### src/rtl/alu_status_stage_if.sv
// Bus between the ALU/decoder (master) and the status stage (slave).
interface alu_status_stage_if;
  logic [7:0] alu_out;
  logic       alu_carry;
  logic       alu_half_carry;
  logic       alu_overflow;
  logic       op_valid;
  logic       is_adc;
  logic       is_sbc;
  logic       upd_nz;
  logic       upd_c;
  logic       upd_v;
  logic       upd_bit;
  logic [1:0] bit_operand;
  logic       p_load;
  logic [7:0] p_in;
  logic       flag_wr;
  logic [2:0] flag_sel;
  logic       flag_val;
  logic [7:0] result;
  logic       result_valid;
  logic       busy;
  logic [7:0] p_out;
  logic       c_flag;
  logic       dec_add;

  modport master (
    output alu_out, alu_carry, alu_half_carry, alu_overflow, op_valid,
           is_adc, is_sbc, upd_nz, upd_c, upd_v, upd_bit, bit_operand,
           p_load, p_in, flag_wr, flag_sel, flag_val,
    input  result, result_valid, busy, p_out, c_flag, dec_add
  );

  modport slave (
    input  alu_out, alu_carry, alu_half_carry, alu_overflow, op_valid,
           is_adc, is_sbc, upd_nz, upd_c, upd_v, upd_bit, bit_operand,
           p_load, p_in, flag_wr, flag_sel, flag_val,
    output result, result_valid, busy, p_out, c_flag, dec_add
  );
endinterface

### src/rtl/alu_status_stage.sv
// Registers ALU results, applies BCD adjust and maintains the P status register.
// Define CMOS_DECIMAL_EN to perform the decimal adjust in an extra busy cycle.
module alu_status_stage (
  input  logic              clk,
  input  logic              reset,
  alu_status_stage_if.slave bus
);
  localparam int unsigned     DataW  = 8;
  localparam int unsigned     BitN   = 7;
  localparam int unsigned     BitV   = 6;
  localparam int unsigned     BitD   = 3;
  localparam int unsigned     BitZ   = 1;
  localparam int unsigned     BitC   = 0;
  localparam logic [DataW-1:0] PReset = 8'h34;

  typedef enum logic {IDLE = 1'b0, DECADJ = 1'b1} state_e;

  state_e           state_q, state_d;
  logic [DataW-1:0] result_q, result_d;
  logic             result_valid_q, result_valid_d;
  logic             busy_q, busy_d;
  logic [DataW-1:0] p_q, p_d;
  logic [DataW-1:0] p_alu;
  logic             dec_start;

`ifdef CMOS_DECIMAL_EN
  typedef struct packed {
    logic [DataW-1:0] alu_out;
    logic             carry;
    logic             half_carry;
    logic             overflow;
    logic             is_adc;
    logic             is_sbc;
    logic             upd_nz;
    logic             upd_c;
    logic             upd_v;
  } dec_op_t;

  dec_op_t pend_q, pend_d;
`endif

  // Nibble-wise BCD correction driven purely by the ALU carries; no inter-nibble carry.
  function automatic logic [DataW-1:0] dec_adjust(input logic [DataW-1:0] bin,
                                                  input logic adc, input logic sbc,
                                                  input logic hc, input logic c);
    logic [3:0] lo;
    logic [3:0] hi;
    lo = bin[3:0];
    hi = bin[7:4];
    if (adc && hc)        lo = lo + 4'h6;
    else if (sbc && !hc)  lo = lo + 4'hA;
    if (adc && c)         hi = hi + 4'h6;
    else if (sbc && !c)   hi = hi + 4'hA;
    return {hi, lo};
  endfunction

  function automatic logic [DataW-1:0] alu_flags(input logic [DataW-1:0] p,
                                                 input logic [DataW-1:0] nz_basis,
                                                 input logic upd_nz, input logic upd_c,
                                                 input logic carry, input logic upd_v,
                                                 input logic overflow);
    logic [DataW-1:0] r;
    r = p;
    if (upd_nz) begin
      r[BitN] = nz_basis[DataW-1];
      r[BitZ] = (nz_basis == '0);
    end
    if (upd_c) r[BitC] = carry;
    if (upd_v) r[BitV] = overflow;
    return r;
  endfunction

  always_comb begin
    state_d        = state_q;
    result_d       = result_q;
    result_valid_d = 1'b0;
    p_alu          = p_q;
    dec_start      = bus.op_valid && p_q[BitD] && (bus.is_adc || bus.is_sbc);
`ifdef CMOS_DECIMAL_EN
    pend_d         = pend_q;
`endif

    case (state_q)
      IDLE: begin
        if (bus.op_valid) begin
`ifdef CMOS_DECIMAL_EN
          if (dec_start) begin
            state_d = DECADJ;
            pend_d  = '{alu_out: bus.alu_out, carry: bus.alu_carry,
                        half_carry: bus.alu_half_carry, overflow: bus.alu_overflow,
                        is_adc: bus.is_adc, is_sbc: bus.is_sbc, upd_nz: bus.upd_nz,
                        upd_c: bus.upd_c, upd_v: bus.upd_v};
          end else begin
            result_d       = bus.alu_out;
            result_valid_d = 1'b1;
            p_alu = alu_flags(p_q, bus.alu_out, bus.upd_nz, bus.upd_c, bus.alu_carry,
                              bus.upd_v, bus.alu_overflow);
            if (bus.upd_bit) begin
              p_alu[BitN] = bus.bit_operand[1];
              p_alu[BitV] = bus.bit_operand[0];
              p_alu[BitZ] = (bus.alu_out == '0);
            end
          end
`else
          // N/Z follow the unadjusted binary value in this build
          result_d       = dec_start ? dec_adjust(bus.alu_out, bus.is_adc, bus.is_sbc,
                                                  bus.alu_half_carry, bus.alu_carry)
                                     : bus.alu_out;
          result_valid_d = 1'b1;
          p_alu = alu_flags(p_q, bus.alu_out, bus.upd_nz, bus.upd_c, bus.alu_carry,
                            bus.upd_v, bus.alu_overflow);
          if (bus.upd_bit) begin
            p_alu[BitN] = bus.bit_operand[1];
            p_alu[BitV] = bus.bit_operand[0];
            p_alu[BitZ] = (bus.alu_out == '0);
          end
`endif
        end
      end
      DECADJ: begin
`ifdef CMOS_DECIMAL_EN
        result_d       = dec_adjust(pend_q.alu_out, pend_q.is_adc, pend_q.is_sbc,
                                    pend_q.half_carry, pend_q.carry);
        result_valid_d = 1'b1;
        p_alu = alu_flags(p_q, result_d, pend_q.upd_nz, pend_q.upd_c, pend_q.carry,
                          pend_q.upd_v, pend_q.overflow);
`endif
        state_d = IDLE;
      end
      default: state_d = IDLE;
    endcase

    // flag_wr beats p_load beats the ALU, bit by bit
    p_d = p_alu;
    if (bus.p_load) p_d = {bus.p_in[7:6], 2'b11, bus.p_in[3:0]};
    if (bus.flag_wr && (bus.flag_sel != 3'd4) && (bus.flag_sel != 3'd5)) begin
      p_d[bus.flag_sel] = bus.flag_val;
    end
    p_d[5:4] = 2'b11;

`ifdef CMOS_DECIMAL_EN
    busy_d = (state_d == DECADJ);
`else
    busy_d = 1'b0;
`endif
  end

  always_ff @(posedge clk or posedge reset) begin
    if (reset) begin
      state_q        <= IDLE;
      result_q       <= '0;
      result_valid_q <= 1'b0;
      busy_q         <= 1'b0;
      p_q            <= PReset;
`ifdef CMOS_DECIMAL_EN
      pend_q         <= '0;
`endif
    end else begin
      state_q        <= state_d;
      result_q       <= result_d;
      result_valid_q <= result_valid_d;
      busy_q         <= busy_d;
      p_q            <= p_d;
`ifdef CMOS_DECIMAL_EN
      pend_q         <= pend_d;
`endif
    end
  end

  assign bus.result       = result_q;
  assign bus.result_valid = result_valid_q;
  assign bus.busy         = busy_q;
  assign bus.p_out        = p_q;
  assign bus.c_flag       = p_q[BitC];
  assign bus.dec_add      = p_q[BitD] & bus.is_adc;
endmodule

### src/flat_wrapper.sv
// flat-port wrapper written by rule: the top's interface ports become plain ports
module alu_status_stage_flat 
  (clk, reset, bus_alu_out, bus_alu_carry, bus_alu_half_carry, bus_alu_overflow, bus_op_valid, bus_is_adc, bus_is_sbc, bus_upd_nz, bus_upd_c, bus_upd_v, bus_upd_bit, bus_bit_operand, bus_p_load, bus_p_in, bus_flag_wr, bus_flag_sel, bus_flag_val, bus_result, bus_result_valid, bus_busy, bus_p_out, bus_c_flag, bus_dec_add);
  alu_status_stage_if bus_i ();
  input  logic clk;
  input  logic reset;
  input wire logic [$bits(bus_i.alu_out)-1:0] bus_alu_out;
  input wire logic [$bits(bus_i.alu_carry)-1:0] bus_alu_carry;
  input wire logic [$bits(bus_i.alu_half_carry)-1:0] bus_alu_half_carry;
  input wire logic [$bits(bus_i.alu_overflow)-1:0] bus_alu_overflow;
  input wire logic [$bits(bus_i.op_valid)-1:0] bus_op_valid;
  input wire logic [$bits(bus_i.is_adc)-1:0] bus_is_adc;
  input wire logic [$bits(bus_i.is_sbc)-1:0] bus_is_sbc;
  input wire logic [$bits(bus_i.upd_nz)-1:0] bus_upd_nz;
  input wire logic [$bits(bus_i.upd_c)-1:0] bus_upd_c;
  input wire logic [$bits(bus_i.upd_v)-1:0] bus_upd_v;
  input wire logic [$bits(bus_i.upd_bit)-1:0] bus_upd_bit;
  input wire logic [$bits(bus_i.bit_operand)-1:0] bus_bit_operand;
  input wire logic [$bits(bus_i.p_load)-1:0] bus_p_load;
  input wire logic [$bits(bus_i.p_in)-1:0] bus_p_in;
  input wire logic [$bits(bus_i.flag_wr)-1:0] bus_flag_wr;
  input wire logic [$bits(bus_i.flag_sel)-1:0] bus_flag_sel;
  input wire logic [$bits(bus_i.flag_val)-1:0] bus_flag_val;
  output wire logic [$bits(bus_i.result)-1:0] bus_result;
  output wire logic [$bits(bus_i.result_valid)-1:0] bus_result_valid;
  output wire logic [$bits(bus_i.busy)-1:0] bus_busy;
  output wire logic [$bits(bus_i.p_out)-1:0] bus_p_out;
  output wire logic [$bits(bus_i.c_flag)-1:0] bus_c_flag;
  output wire logic [$bits(bus_i.dec_add)-1:0] bus_dec_add;
  assign bus_i.alu_out = bus_alu_out;
  assign bus_i.alu_carry = bus_alu_carry;
  assign bus_i.alu_half_carry = bus_alu_half_carry;
  assign bus_i.alu_overflow = bus_alu_overflow;
  assign bus_i.op_valid = bus_op_valid;
  assign bus_i.is_adc = bus_is_adc;
  assign bus_i.is_sbc = bus_is_sbc;
  assign bus_i.upd_nz = bus_upd_nz;
  assign bus_i.upd_c = bus_upd_c;
  assign bus_i.upd_v = bus_upd_v;
  assign bus_i.upd_bit = bus_upd_bit;
  assign bus_i.bit_operand = bus_bit_operand;
  assign bus_i.p_load = bus_p_load;
  assign bus_i.p_in = bus_p_in;
  assign bus_i.flag_wr = bus_flag_wr;
  assign bus_i.flag_sel = bus_flag_sel;
  assign bus_i.flag_val = bus_flag_val;
  assign bus_result = bus_i.result;
  assign bus_result_valid = bus_i.result_valid;
  assign bus_busy = bus_i.busy;
  assign bus_p_out = bus_i.p_out;
  assign bus_c_flag = bus_i.c_flag;
  assign bus_dec_add = bus_i.dec_add;
  alu_status_stage u_core (.clk(clk), .reset(reset), .bus(bus_i));
endmodule
### config.mk
export PLATFORM = sky130hd
export DESIGN_NAME = alu_status_stage_flat
export DESIGN_NICKNAME = d
export VERILOG_FILES = /design/src/rtl/alu_status_stage_if.sv /design/src/rtl/alu_status_stage.sv /design/src/flat_wrapper.sv
export SDC_FILE = /design/constraint.sdc
export NUM_CORES = 1
export LEC_CHECK = 0
export BUFFER_PORTS_ARGS = -buffer_cell sky130_fd_sc_hd__buf_2
export CORE_MARGIN = 4
export CORE_UTILIZATION = 35
export CTS_CLUSTER_DIAMETER = 40
export DETAILED_ROUTE_END_ITERATION = 16
export PLACE_DENSITY_LB_ADDON = 0.3
export REMOVE_ABC_BUFFERS = 1
export SYNTH_ARGS = -nofsm -noshare
export SYNTH_HDL_FRONTEND = slang
export SYNTH_SLANG_ARGS = --single-unit
### constraint.sdc
create_clock -name clk -period 1.3 [get_ports clk]
set_clock_uncertainty 0.1 [all_clocks]
set_input_delay 0.195 -clock clk [delete_from_list [all_inputs] [get_ports clk]]
set_output_delay 0.195 -clock clk [all_outputs]
set_load 0.03 [all_outputs]
Word-level counts from Yosys, hierarchy flattened
Index checks and enable logic that the tools add are counted.

storage, ports and cells
  register bits = 15
  input bits = 36
  output and inout port bits = 20
  word-level logic and storage cells = 43

cells by class
  $add $sub $neg = 4
  order comparisons = 2
  equal/unequal tests = 2
  muxes and demuxes = 18
  bitwise operators = 1
  reduce and logical (&&, ||, !) cells = 13

operator list
  operator             count
  $mux 8               4
  $mux 4               4
  $logic_and 1x1->1    9
  $add 4x3->4 const B  2
  $add 4x4->4 const B  2
  $bwmux 8             1
  $logic_not 8->1      1
  $mux 1               7
  $ne 3x3->1 const B   2
  $lt 3x4->1 const B   1
  $demux 1 s3          1
  $ge 3x1->1 const B   1
  $logic_not 1->1      2
  $mux 2               1
  $and 1x1->1          1
  $logic_or 1x1->1     1

Depth between registers and ports, before layout
  depth in word-level cells = 7
  depth in mapped cells = 5
  mapped depth without buffers = 5

Worst setup path before layout
Ideal clock, no wire load.

  kind = reg-to-reg
  start point = reg u_core.p_q[3] (netlist: u_core.bus.p_out[3])
  end point = reg u_core.result_q[1] (netlist: u_core.bus.result[1])
  setup time = 82 ps
  arrival time = 1206 ps
  data required time = 1118 ps
  slack = -88 ps
  cell stages (with the launch flop) = 4
  buffers on the path = 0
  period minus slack after synthesis = 1388 ps
  cell sequence = dfrtp_1 inv_2 or3_1 a31oi_1

between the ends
  cells in the longest elaborated chain, start to end = 3

ends and longest elaborated chain
  element                         RTL line                 source
  start, declared                 alu_status_stage.sv:22   logic [DataW-1:0] p_q, p_d;
  start signal, assigned          alu_status_stage.sv:154  p_q <= PReset;
  start signal, assigned          alu_status_stage.sv:163  p_q <= p_d;
  $logic_and 1x1->1 (2 in a row)  alu_status_stage.sv:78   dec_start = bus.op_valid && p_q[BitD] && (bus.is_adc || bus.is_sbc);
  $mux 8                          alu_status_stage.sv:106  result_d = dec_start ? dec_adjust(bus.alu_out, bus.is_adc, bus.is_sbc,
  end signal, assigned            alu_status_stage.sv:160  result_q <= result_d;
  end, declared                   alu_status_stage.sv:19   logic [DataW-1:0] result_q, result_d;

Every way passes these cells.
A chain may end at the register's enable or synchronous reset.

Worst setup path after layout
  start point = reg u_core.p_q[3] (netlist: u_core.bus.p_out[3])
  end point = out bus_dec_add

between the ends
  cells in the longest elaborated chain, start to end = 1

ends and longest elaborated chain
  element        RTL line                 source
  $and 1x1->1    alu_status_stage.sv:175  assign bus.dec_add = p_q[BitD] & bus.is_adc;
  end, declared  flat_wrapper.sv:29       output wire logic [$bits(bus_i.dec_add)-1:0] bus_dec_add;

Every way passes these cells.

==> flow_metrics.env <==
export IMPL_synth_seq_cells=15
export IMPL_initial_utilization=0.373
export IMPL_drive_gt1_frac=0.394
export IMPL_outcome="finished with violations"
export IMPL_syn_inst=113
export IMPL_met2_usage=0.249
export IMPL_fin_cells=201
export IMPL_fin_ws_ns=-0.0733
export IMPL_setup_viol=1
export IMPL_dp_hpwl_um=2200
export IMPL_grt_pass1_vias=1084
export IMPL_nets=211
export IMPL_top_usage_layer="met2"
export IMPL_cpLargestDelayFamily="flip-flops"
export IMPL_h_tree_depth=1
export IMPL_use_met3=0.0342
export IMPL_grt_max_degree=16
export IMPL_mostFrequentLayoutCell="buf_2"
export IMPL_ys_warnings_count=0
export IMPL_via_per_inst=5.17
export IMPL_grt_pass1_wl_um=4820
export IMPL_violations="setup timing"
export IMPL_cts_buffer_depth=2
export IMPL_wirelength_um=2730
export IMPL_cts_sinks=15
export IMPL_chipWidth_um=62.7
export IMPL_ir_drop_mv=0.388
export IMPL_clkTransAtPathRegs_ns=0.09
export IMPL_synth_edff_count=0
export IMPL_fin_crit_sh=1.06
export IMPL_met1_usage=0.190
export IMPL_final_cell_mix="buf_2 (48), dfrtp_1 (14), o21ai_0 (10), nor2_1 (8)"
export IMPL_critPathKind="reg2out"
export IMPL_grtUsageTotal=0.151
export IMPL_cap_violations=0
export IMPL_synth_seq_area_share=0.360
export IMPL_max_freq_mhz=728
export IMPL_vias=1039
export IMPL_crit_required_ns=1.00
export IMPL_syn_cell_area_sq_um=1050
export IMPL_p_per_area_nw_per_um2=927
export IMPL_cts_tree="yes"
export IMPL_dp_cells=194
export IMPL_path_buf_inv=2
export IMPL_crit_chain="buf_6 > and2_4 > buf_6"
export IMPL_rsz0062_at_grt="yes"
export IMPL_p_leak_nw=0.697
export IMPL_min_path_type="in2reg"
export IMPL_hold_viol_final=0
export IMPL_wl_per_cell_um=13.6
export IMPL_gr_total_overflow=0
export IMPL_timing_final_crit_period_ns=1.37
export IMPL_core_sq_um=2810
export IMPL_io_buffers=50
export IMPL_crit_fanout=3
export IMPL_cts_made_buffers=3
export IMPL_synth_main_ff_cell="dfrtp_1"
export IMPL_routabilityCongestion=0.868
export IMPL_crit_arrival_ns=1.08
export IMPL_critPathCaptureType="primary output"
export IMPL_syn_area_per_cell_sq_um=9.27
export IMPL_slew_violations=0
export IMPL_first_pass_iters=4
export IMPL_final_antenna_net_count=0
export IMPL_cp_start_kind="register"
export IMPL_area_delta_synth_final_pct=34.6
export IMPL_timing_hold_ws_ns=0.0714
export IMPL_antenna_found_initial=0
export IMPL_ios=56
export IMPL_async_flop_share=1.00
export IMPL_crit_path_top_delay_cell="dfrtp_1"
export IMPL_crit_top_cell="buf_6"
export IMPL_drc=0
export IMPL_nFillCells=285
export IMPL_rows=19
export IMPL_die_area_sq_um=3930
export IMPL_n_antenna_cell=0
export IMPL_cpPeakStageDelay_ns=0.42
export IMPL_die_y_um=62.7
export IMPL_cts_root_buf="clkbuf_4"
export IMPL_ys_types=38
export IMPL_drt_iter0_markers=63
export IMPL_clock_latency_ns=0.27
-- metrics by stage --
stage | cell area, sq um | power [mW] | setup slack [ns] | setup TNS (ns) | utilization
5_1_grt | 1410 | 1.41 | -0.122 | -0.279 | 0.503
4_1_cts | 1410 | 1.32 | -0.0718 | -0.0718 | 0.501
3_5_place_dp | 1340 | 1.03 | -0.0313 | -0.0447 | 0.478
3_3_place_gp | 1340 | 1.02 | 0.00708 | 0 | 0.478
6_report | 1410 | 1.31 | -0.0733 | -0.0733 | 0.503
2_1_floorplan | 1010 | 0.831 | -0.0883 | -0.223 | -
-- report_power, final --
group	internal [mW]	total (mW)	switching, mW
Combinational	0.196	0.496	0.299
Sequential	0.523	0.553	0.0301
Clock	0.119	0.259	0.140
-- logic make-up (layout without fill, tap and decap cells) --
family,Yosys count,after routing,share of synthesized area
AOI/OAI and AO/OA,30,30,0.180
other,2,3,0.00717
adders and majority gates,4,4,0.0478
muxes,9,9,0.0884
DFF,15,15,0.360
buffers and inverters,14,70,0.0669
and+or+nand+nor,39,39,0.250
-- worst paths after layout --
| check | end | slack (ns) | start | depth (start not counted) |
|---|---|---|---|---|
| max | bus_dec_add | -0.07 | u_core.bus.p_out[3] | 3 |
| min | u_core.bus.result[0] | 0.07 | bus_alu_out[0] | 2 |
| max reg2reg | u_core.bus.result[5] | 0.02 | u_core.bus.p_out[3] | 4 |
| min reg2reg | u_core.bus.result[0] | 0.41 | u_core.bus.result[0] | 1 |
| max in group asynchronous | u_core.bus.p_out[2] | 0.50 | reset | 4 |
| min in group asynchronous | u_core.bus.result_valid | 0.36 | reset | 4 |
-- state kept, by name (all words and copies together), names as in the netlist --
name                     cells
u_core.bus.p_out             6
u_core.bus.result            8
u_core.bus.result_valid      1
-- Yosys cell counts (3+ instances only) --
master     n  area share
a31oi_1    6       0.036
nand4b_1   4       0.033
inv_1      6       0.022
and3b_1    4       0.033
mux2i_1    7       0.067
o21a_1     4       0.029
dfrtp_1   14        0.33
buf_4      4       0.029
nand3_1    3       0.014
ha_1       4       0.048
o21ai_0   10       0.048
nor2_1     8       0.029
-- timing repair --
| action | in CTS | in global routing |
|---|---|---|
| resized for setup | 5 | 1 |
| pin swaps | 1 | 6 |
| hold buffers | 1 | 0 |
| setup buffers | 2 | 0 |
| endpoints found under the setup margin | 3 | 7 |
| hold endpoints to repair | 14 | 0 |
-- worst register-to-register path: cells and delay by family (launching register included) --
family | cells | cell delay [ns]
and+or+nand+nor | 1 | 0.37
DFF | 1 | 0.40
AOI/OAI and AO/OA | 1 | 0.15
buffers and inverters | 2 | 0.19
-- area by class of cell --
class                      count  area [sq um]  share of cell area
clock buffer                   4          26.3              0.0186
timing repair buffer          59           337               0.239
sequential                    15           377               0.267
tap                           31          38.8              0.0275
multi-input combinational     85           606               0.429
inverter                       7          26.3              0.0186
-- metal layers --
| metal | wire length (um) | vias to the layer above | part of all wire |
|---|---|---|---|
| met5 | 0 | - | 0 |
| met4 | 27 | 0 | 0.0099 |
| met3 | 203 | 2 | 0.074 |
| met2 | 1280 | 36 | 0.47 |
| met1 | 1220 | 476 | 0.45 |
| li1 | - | 525 | - |
(Power assumes the default switching activity.)
